===== src/rtl/dbg_pwm_pkg.sv =====
// ============================================================================
//  Module   : dbg_pwm_pkg
//  Purpose  : Register map, CTRL/STATUS bit positions for the pulse-width monitor.
//  Revision : 1.0  initial release
// ============================================================================
`default_nettype none

package dbg_pwm_pkg;

  localparam int C_MAX_CH = 16;

  localparam logic [7:0] C_ADDR_CTRL    = 8'h00;
  localparam logic [7:0] C_ADDR_CH_SEL  = 8'h01;
  localparam logic [7:0] C_ADDR_STATUS  = 8'h02;
  localparam logic [7:0] C_ADDR_HI_NUM  = 8'h03;
  localparam logic [7:0] C_ADDR_LO_NUM  = 8'h04;
  localparam logic [7:0] C_ADDR_HI_HIST = 8'h10;
  localparam logic [7:0] C_ADDR_LO_HIST = 8'h20;
  localparam logic [7:0] C_ADDR_MINMAX  = 8'h30;

  localparam int C_CTRL_CLR    = 0;
  localparam int C_CTRL_FREEZE = 1;

  localparam int C_STAT_LEVEL  = 2;
  localparam int C_STAT_HI_OVF = 4;
  localparam int C_STAT_LO_OVF = 5;
  localparam int C_STAT_HI_ARM = 6;
  localparam int C_STAT_LO_ARM = 7;

endpackage

`default_nettype wire


===== src/rtl/dbg_pwm_chan.sv =====
// ============================================================================
//  Module   : dbg_pwm_chan
//  Purpose  : One channel: synchroniser, edge detect, width counters, history,
//             min/max and entry counts for both polarities.
//  Revision : 1.0  initial release
// ============================================================================
`default_nettype none

module dbg_pwm_chan
  import dbg_pwm_pkg::*;
#(
  parameter int CNT_W       = 12,
  parameter int DEPTH       = 4,
  parameter int SYNC_STAGES = 2
) (
  input  logic                          clk,
  input  logic                          rst,
  input  logic                          i_sig,
  input  logic                          i_clr,
  input  logic                          i_freeze,
  output logic [7:0]                    o_status,
  output logic [3:0]                    o_hi_num,
  output logic [3:0]                    o_lo_num,
  output logic [DEPTH-1:0][CNT_W-1:0]   o_hi_hist,
  output logic [DEPTH-1:0][CNT_W-1:0]   o_lo_hist,
  output logic [CNT_W-1:0]              o_hi_max,
  output logic [CNT_W-1:0]              o_hi_min,
  output logic [CNT_W-1:0]              o_lo_max,
  output logic [CNT_W-1:0]              o_lo_min
);

  localparam logic [CNT_W-1:0] C_SAT   = '1;
  localparam logic [3:0]       C_DEPTH = 4'(DEPTH);

  logic [SYNC_STAGES-1:0]      r_sync;
  logic                        r_prev;
  logic                        w_level, w_rise, w_fall, w_hi_push, w_lo_push;
  logic [CNT_W-1:0]            r_hi_cnt, r_lo_cnt;
  logic                        r_hi_ovf, r_lo_ovf, r_hi_arm, r_lo_arm;
  logic [3:0]                  r_hi_num, r_lo_num;
  logic [DEPTH-1:0][CNT_W-1:0] r_hi_hist, r_lo_hist;
  logic [CNT_W-1:0]            r_hi_max, r_hi_min, r_lo_max, r_lo_min;

  assign w_level = r_sync[SYNC_STAGES-1];
  assign w_rise  = w_level & ~r_prev;
  assign w_fall  = ~w_level & r_prev;
  // A clear in the same cycle as an edge discards that edge's capture
  assign w_hi_push = w_fall & r_hi_arm & ~i_clr & ~i_freeze;
  assign w_lo_push = w_rise & r_lo_arm & ~i_clr & ~i_freeze;

  always_ff @(posedge clk) begin
    if (rst) begin
      r_sync <= '0;
      r_prev <= 1'b0;
    end else begin
      r_sync <= {r_sync[SYNC_STAGES-2:0], i_sig};
      r_prev <= w_level;
    end
  end

  always_ff @(posedge clk) begin
    if (rst || i_clr) begin
      r_hi_cnt <= '0;
      r_lo_cnt <= '0;
      r_hi_ovf <= 1'b0;
      r_lo_ovf <= 1'b0;
      r_hi_arm <= 1'b0;
      r_lo_arm <= 1'b0;
    end else begin
      if (w_rise) begin
        r_hi_cnt <= CNT_W'(1);
        r_hi_arm <= 1'b1;
      end else if (w_level && r_hi_cnt != C_SAT) begin
        r_hi_cnt <= r_hi_cnt + 1'b1;
      end
      if (w_fall) begin
        r_lo_cnt <= CNT_W'(1);
        r_lo_arm <= 1'b1;
      end else if (!w_level && r_lo_cnt != C_SAT) begin
        r_lo_cnt <= r_lo_cnt + 1'b1;
      end
      if (r_hi_cnt == C_SAT) r_hi_ovf <= 1'b1;
      if (r_lo_cnt == C_SAT) r_lo_ovf <= 1'b1;
    end
  end

  always_ff @(posedge clk) begin
    if (rst || i_clr) begin
      r_hi_hist <= '0;
      r_lo_hist <= '0;
      r_hi_num  <= '0;
      r_lo_num  <= '0;
      r_hi_max  <= '0;
      r_lo_max  <= '0;
      r_hi_min  <= C_SAT;
      r_lo_min  <= C_SAT;
    end else begin
      if (w_hi_push) begin
        for (int i = DEPTH - 1; i > 0; i--) r_hi_hist[i] <= r_hi_hist[i-1];
        r_hi_hist[0] <= r_hi_cnt;
        if (r_hi_num != C_DEPTH) r_hi_num <= r_hi_num + 4'd1;
        if (r_hi_cnt > r_hi_max) r_hi_max <= r_hi_cnt;
        if (r_hi_cnt < r_hi_min) r_hi_min <= r_hi_cnt;
      end
      if (w_lo_push) begin
        for (int i = DEPTH - 1; i > 0; i--) r_lo_hist[i] <= r_lo_hist[i-1];
        r_lo_hist[0] <= r_lo_cnt;
        if (r_lo_num != C_DEPTH) r_lo_num <= r_lo_num + 4'd1;
        if (r_lo_cnt > r_lo_max) r_lo_max <= r_lo_cnt;
        if (r_lo_cnt < r_lo_min) r_lo_min <= r_lo_cnt;
      end
    end
  end

  always_comb begin
    o_status                = '0;
    o_status[C_STAT_LEVEL]  = w_level;
    o_status[C_STAT_HI_OVF] = r_hi_ovf;
    o_status[C_STAT_LO_OVF] = r_lo_ovf;
    o_status[C_STAT_HI_ARM] = r_hi_arm;
    o_status[C_STAT_LO_ARM] = r_lo_arm;
  end

  assign o_hi_num  = r_hi_num;
  assign o_lo_num  = r_lo_num;
  assign o_hi_hist = r_hi_hist;
  assign o_lo_hist = r_lo_hist;
  assign o_hi_max  = r_hi_max;
  assign o_hi_min  = r_hi_min;
  assign o_lo_max  = r_lo_max;
  assign o_lo_min  = r_lo_min;

endmodule

`default_nettype wire


===== src/rtl/dbg_pulse_width_mon.sv =====
// ============================================================================
//  Module   : dbg_pulse_width_mon
//  Purpose  : Multi-channel pulse-width debug monitor with byte-wide host port.
//  Revision : 1.0  initial release
// ============================================================================
`default_nettype none

module dbg_pulse_width_mon
  import dbg_pwm_pkg::*;
#(
  parameter int N_CH        = 4,
  parameter int CNT_W       = 12,
  parameter int DEPTH       = 4,
  parameter int SYNC_STAGES = 2,
  parameter int ADDR_W      = 8
) (
  input  logic              CLK,
  input  logic              RST,
  input  logic [ADDR_W-1:0] iADDR,
  input  logic              iWE,
  input  logic              iRE,
  input  logic [7:0]        iDATA,
  output logic [7:0]        oRD,
  input  logic [N_CH-1:0]   iSIG
);

  logic [7:0]                  w_status  [C_MAX_CH];
  logic [3:0]                  w_hi_num  [C_MAX_CH];
  logic [3:0]                  w_lo_num  [C_MAX_CH];
  logic [DEPTH-1:0][CNT_W-1:0] w_hi_hist [C_MAX_CH];
  logic [DEPTH-1:0][CNT_W-1:0] w_lo_hist [C_MAX_CH];
  logic [CNT_W-1:0]            w_hi_max  [C_MAX_CH];
  logic [CNT_W-1:0]            w_hi_min  [C_MAX_CH];
  logic [CNT_W-1:0]            w_lo_max  [C_MAX_CH];
  logic [CNT_W-1:0]            w_lo_min  [C_MAX_CH];

  logic [15:0]                 w_addr;
  logic                        w_wr_ctrl, w_wr_chsel, w_clr;
  logic                        r_freeze;
  logic [7:0]                  r_ch_sel;
  logic [3:0]                  w_ch;
  logic                        w_ch_ok;
  logic [7:0][CNT_W-1:0]       w_hist8;
  logic [15:0]                 w_pair;
  logic                        w_is_pair, w_is_low, w_shadow_hit;
  logic [7:0]                  w_live;
  logic [7:0]                  r_shadow;
  logic [6:0]                  r_shadow_tag;
  logic                        r_shadow_vld;

  assign w_addr     = 16'(iADDR);
  assign w_wr_ctrl  = iWE && (w_addr == 16'(C_ADDR_CTRL));
  assign w_wr_chsel = iWE && (w_addr == 16'(C_ADDR_CH_SEL));
  assign w_clr      = w_wr_ctrl && iDATA[C_CTRL_CLR];
  assign w_ch       = r_ch_sel[3:0];
  assign w_ch_ok    = (r_ch_sel[7:4] == 4'h0);

  // Channel slots beyond N_CH are tied to zero so out-of-range selects read 0
  for (genvar c = 0; c < C_MAX_CH; c++) begin : g_ch
    if (c < N_CH) begin : g_mon
      dbg_pwm_chan #(
        .CNT_W       (CNT_W),
        .DEPTH       (DEPTH),
        .SYNC_STAGES (SYNC_STAGES)
      ) u_chan (
        .clk       (CLK),
        .rst       (RST),
        .i_sig     (iSIG[c]),
        .i_clr     (w_clr),
        .i_freeze  (r_freeze),
        .o_status  (w_status[c]),
        .o_hi_num  (w_hi_num[c]),
        .o_lo_num  (w_lo_num[c]),
        .o_hi_hist (w_hi_hist[c]),
        .o_lo_hist (w_lo_hist[c]),
        .o_hi_max  (w_hi_max[c]),
        .o_hi_min  (w_hi_min[c]),
        .o_lo_max  (w_lo_max[c]),
        .o_lo_min  (w_lo_min[c])
      );
    end else begin : g_tie
      assign w_status[c]  = '0;
      assign w_hi_num[c]  = '0;
      assign w_lo_num[c]  = '0;
      assign w_hi_hist[c] = '0;
      assign w_lo_hist[c] = '0;
      assign w_hi_max[c]  = '0;
      assign w_hi_min[c]  = '0;
      assign w_lo_max[c]  = '0;
      assign w_lo_min[c]  = '0;
    end
  end

  always_comb begin
    w_live    = '0;
    w_pair    = '0;
    w_is_pair = 1'b0;
    w_hist8   = '0;
    for (int i = 0; i < DEPTH; i++)
      w_hist8[i] = w_addr[5] ? w_lo_hist[w_ch][i] : w_hi_hist[w_ch][i];
    if (w_addr[15:8] == 8'h00) begin
      case (w_addr[7:4])
        4'h0: begin
          case (w_addr[3:0])
            C_ADDR_CTRL[3:0]:   w_live = {6'b0, r_freeze, 1'b0};
            C_ADDR_CH_SEL[3:0]: w_live = r_ch_sel;
            C_ADDR_STATUS[3:0]: if (w_ch_ok) w_live = w_status[w_ch];
            C_ADDR_HI_NUM[3:0]: if (w_ch_ok) w_live = {4'b0, w_hi_num[w_ch]};
            C_ADDR_LO_NUM[3:0]: if (w_ch_ok) w_live = {4'b0, w_lo_num[w_ch]};
            default: ;
          endcase
        end
        C_ADDR_HI_HIST[7:4], C_ADDR_LO_HIST[7:4]: begin
          w_is_pair = 1'b1;
          if (w_ch_ok) w_pair = 16'(w_hist8[w_addr[3:1]]);
        end
        C_ADDR_MINMAX[7:4]: begin
          if (!w_addr[3]) begin
            w_is_pair = 1'b1;
            if (w_ch_ok) begin
              case (w_addr[2:1])
                2'd0:    w_pair = 16'(w_hi_max[w_ch]);
                2'd1:    w_pair = 16'(w_hi_min[w_ch]);
                2'd2:    w_pair = 16'(w_lo_max[w_ch]);
                default: w_pair = 16'(w_lo_min[w_ch]);
              endcase
            end
          end
        end
        default: ;
      endcase
    end
    if (w_is_pair) w_live = w_addr[0] ? w_pair[15:8] : w_pair[7:0];
  end

  assign w_is_low     = w_is_pair & ~w_addr[0];
  assign w_shadow_hit = w_is_pair & w_addr[0] & r_shadow_vld & (r_shadow_tag == w_addr[7:1]);

  always_ff @(posedge CLK) begin
    if (RST) begin
      r_freeze     <= 1'b0;
      r_ch_sel     <= '0;
      oRD          <= '0;
      r_shadow     <= '0;
      r_shadow_tag <= '0;
      r_shadow_vld <= 1'b0;
    end else begin
      if (w_wr_ctrl)  r_freeze <= iDATA[C_CTRL_FREEZE];
      if (w_wr_chsel) r_ch_sel <= iDATA;
      if (iRE) begin
        oRD          <= w_shadow_hit ? r_shadow : w_live;
        // Only the read immediately following an L read may use the shadow
        r_shadow_vld <= w_is_low;
        if (w_is_low) begin
          r_shadow     <= w_pair[15:8];
          r_shadow_tag <= w_addr[7:1];
        end
      end
    end
  end

endmodule

`default_nettype wire


===== config.mk =====
export PLATFORM = sky130hd
export DESIGN_NAME = dbg_pulse_width_mon
export DESIGN_NICKNAME = d
export VERILOG_FILES = /design/src/rtl/dbg_pwm_pkg.sv /design/src/rtl/dbg_pwm_chan.sv /design/src/rtl/dbg_pulse_width_mon.sv
export SDC_FILE = /design/constraint.sdc
export NUM_CORES = 2
export LEC_CHECK = 0
export ABC_AREA = 1
export CAP_MARGIN = 20
export CORE_UTILIZATION = 41
export CTS_CLUSTER_DIAMETER = 40
export DETAILED_ROUTE_END_ITERATION = 7
export GPL_TIMING_DRIVEN = 0
export SETUP_SLACK_MARGIN = 0.05
export SYNTH_ARGS = -nofsm -noshare
export SYNTH_HDL_FRONTEND = slang
export SYNTH_SLANG_ARGS = --single-unit

===== constraint.sdc =====
create_clock -name CLK -period 2.4 [get_ports CLK]
set_clock_uncertainty 0.05 [all_clocks]
set_input_delay 0.36 -clock CLK [delete_from_list [all_inputs] [get_ports CLK]]
set_output_delay 0.36 -clock CLK [all_outputs]
set_load 0.1 [all_outputs]

==> impl_metrics.py <==
metrics = {
    "status": {
        "status": "finished with violations",
        "failed_checks": "design-rule violations, negative setup slack",
    },
    "synth": {
        "ys.flop_type": "dfxtp_1",
        "synth.distinct_cells": 48,
        "syn_nets": 5584,
        "yosysWarnings": 0,
        "mappedNetlistArea_um2": 38200,
        "syn_inst": 5352,
        "ys_ff_latch": 761,
        "postSynth.asyncResetShare_pct": 0,
        "synthTopCellsByArea": "dfxtp_1 40%, a21oi_1 9.4%, nand2_1 8.1%",
        "synth.avg_cell_area_um2": 7.15,
        "synth_edf_count": 0,
        "yosys.area.top_type": "dfxtp_1",
        "ys_seq_area_share_pct": 39.8,
        "yosys.area.top_type_share_pct": 39.8,
    },
    "timing": {
        "tns_ns": -1.00,
        "finalMaxSlewViolations": 0,
        "rsz0062_at_grt": "true",
        "clock.fmax_ghz": 0.382,
        "hold_viol_final": 0,
        "whs_ns": 0.0802,
        "post-route-period-util_pct": 109,
        "setup_viol": 8,
        "min_period_ns": 2.62,
        "slew_headroom_pct": 31.0,
        "tightestPinTransition_ns": 1.03,
        "worst_slack_ns": -0.219,
    },
    "finish": {
        "syn2layout_area_growth_pct": 22.6,
        "layout.nets": 5771,
        "final_cell_mix": "807 x nand2_1, 741 x dfxtp_1, 704 x a21oi_1",
        "num_antenna_cells": 0,
        "finalInstanceArea_um2": 46900,
        "n_fill_cell": 9212,
        "utilization_pct": 50.9,
        "fin_cells": 6889,
        "drive_above_1_share_pct": 13.4,
        "final_common_cell": "nand2_1",
    },
    "worst_setup_path": {
        "critPathKind": "reg -> reg",
        "r2r_start": "r_ch_sel[0]",
        "reg2reg_depth": 14,
        "start_kind": "register",
        "arrival_ns": 3.24,
        "crit_start": "r_ch_sel[0]",
        "crit_path_max_fanout": 10,
        "critPathCaptureType": "register",
        "endpoint": "oRD[3]",
        "rrSetupSlack_ns": -0.22,
        "r2r_end": "oRD[3]",
        "cp.required_ns": 3.02,
    },
    "cts": {
        "clock_sinks": 761,
        "path_clk_slew_ns": 0.05,
        "root_buffer": "clkbuf_16",
        "cts_tree": "done",
        "h-tree-depth": 4,
        "clockBufferDepth": 3,
        "clk_latency_ns": 0.75,
        "numCtsBuffers": 135,
    },
    "floorplan": {
        "pin_count": 32,
        "die_y_um": 307,
        "die_area_um2": 94500,
        "start_util_pct": 41.5,
        "dieWidth_um": 307,
        "design.core.area_um2": 92100,
        "rows": 111,
    },
    "placement": {
        "portBuffers": 27,
        "gp_congestion": 1.15,
        "place_inst": 6627,
        "place_ws_ns": -1.31,
        "placed_cell_area_um2": 40200,
        "dpl.hpwl_um": 143000,
    },
    "power_and_ir_drop": {
        "p_total_mw": 35.2,
        "leakage_nw": 20.4,
        "power_density_nw_per_um2": 751,
        "peakVddDrop_v": 0.000659,
    },
    "drt": {
        "wl_per_cell_um": 27.7,
        "drc_errors": 6,
        "wl_met2_um": 76700,
        "highest_layer": "met4",
        "met1_length_um": 76600,
        "num_vias": 41200,
        "dr_wl_met3_um": 23300,
        "drtPass1Iterations": 8,
        "via_per_inst": 5.97,
        "final_antenna_net_count": 0,
        "drt_wl_total_um": 191000,
        "drtIter0Drc": 5662,
    },
    "min_path": {
        "hold_start": "iSIG[1]",
        "hp-class": "in -> reg",
    },
    "global_routing": {
        "grt_pass1_wl_um": 266000,
        "antenna_found_initial": 2,
        "grt_pass1_vias": 37200,
        "overflow": 0,
        "grt_usage_pct": 39.6,
        "grt_max_degree": 17,
    },
    "run": {
        "drv_cap": 0,
    },
}
## area by class of cell
| type | count | area [um2] | share of cell area, % |
|---|---|---|---|
| timing repair buffer | 50 | 553 | 1.18 |
| clock inverter | 78 | 1130 | 2.41 |
| sequential | 761 | 15300 | 32.6 |
| buffer | 313 | 2390 | 5.10 |
| inverter | 560 | 2120 | 4.52 |
| clock buffer | 166 | 3750 | 8.00 |
| tap | 1243 | 1560 | 3.32 |
| multi-input combinational | 3718 | 20100 | 42.9 |
## metal layers
metal / global-route usage (%) / up-vias
met5: 0 / -
met4: 26.3 / 0
met3: 11.4 / 566
met2: 56.0 / 2559
met1: 52.0 / 19600
li1: - / 18400
## state kept, by name, summed over array words and instances, names as in the netlist
| name | count |
|---|---|
| g_ch.g_mon.u_chan.r_lo_cnt | 48 |
| r_freeze | 1 |
| oRD | 8 |
| r_shadow_tag | 7 |
| g_ch.g_mon.u_chan.o_lo_num | 16 |
| g_ch.g_mon.u_chan.r_hi_arm | 4 |
| r_ch_sel | 8 |
| g_ch.g_mon.u_chan.r_lo_ovf | 4 |
| r_shadow | 4 |
| g_ch.g_mon.u_chan.o_hi_max | 48 |
| g_ch.g_mon.u_chan.r_hi_ovf | 4 |
| g_ch.g_mon.u_chan.r_prev | 4 |
| g_ch.g_mon.u_chan.o_lo_min | 48 |
| g_ch.g_mon.u_chan.r_sync | 8 |
| g_ch.g_mon.u_chan.o_lo_max | 48 |
| g_ch.g_mon.u_chan.o_hi_hist | 192 |
| g_ch.g_mon.u_chan.o_hi_min | 48 |
| g_ch.g_mon.u_chan.r_lo_arm | 4 |
| r_shadow_vld | 1 |
| g_ch.g_mon.u_chan.o_hi_num | 16 |
| g_ch.g_mon.u_chan.o_lo_hist | 192 |
| g_ch.g_mon.u_chan.r_hi_cnt | 48 |
## cells in the mapped netlist, types with 6 or more instances
cell type,n
nor2_2,7
nor3_4,7
dfxtp_1,761
a21boi_0,9
buf_1,17
inv_2,19
a211oi_1,6
nand2_1,825
o21ai_0,597
nor2_1,490
nor3b_1,9
o21ai_1,225
nand2_2,6
nand4_1,24
a31oi_1,9
o2111ai_1,6
inv_1,539
xor2_1,32
a21oi_1,715
ha_1,208
or2_2,6
o211ai_1,120
clkbuf_1,96
nand3_1,283
buf_4,24
nor3_1,73
nor4_1,18
buf_2,174
## worst max-delay path, stage by stage (launching register included)
cell     delay, ns
dfxtp_4       0.39
buf_12        0.16
buf_12        0.15
buf_6         0.18
o21ai_0       0.44
nand3_1       0.29
nand3_1       0.16
nand2_1       0.07
nand2_1       0.06
nand2_1       0.09
nand2_1       0.12
nand2_1       0.07
nand3_1       0.10
nand2_1       0.08
a21oi_1       0.12
## worst min-delay path by stage
stage / endpoint / slack, ns / cells past startpoint
floorplan: g_ch[0].g_mon.u_chan.r_sync[1] / 0.34 / 2
global placement: g_ch[1].g_mon.u_chan.r_sync[1] / 0.35 / 2
detailed placement: g_ch[1].g_mon.u_chan.r_sync[1] / 0.34 / 2
CTS: g_ch[1].g_mon.u_chan.r_sync[0] / 0.06 / 3
global route: g_ch[0].g_mon.u_chan.r_sync[0] / 0.09 / 3
finish: g_ch[1].g_mon.u_chan.r_sync[0] / 0.08 / 3
## report_power, final
group,total (mW),internal [mW],leakage [nW],switching (mW)
logic,1.43,0.404,11.8,1.03
registers,12.9,12.8,6.15,0.138
clock network,20.9,13.7,2.37,7.21
## kinds of logic after synthesis
family,Yosys count,share of synthesized area (%)
AND/OR/NAND/NOR,1769,19.7
AO/OA/AOI/OAI,1709,23.5
buffers and inverters,873,9.42
flip-flops,761,39.8
adder cells (fa/ha/maj),208,6.81
XOR/XNOR,32,0.733
## what timing repair did
action	in CTS	in global routing
hold buffers	1	0
resized for setup	503	168
endpoints found under the setup margin	606	675
pin swaps	20	15
setup buffers	16	0
endpoints found under the hold margin	3	0
(Power assumes the default switching activity.)
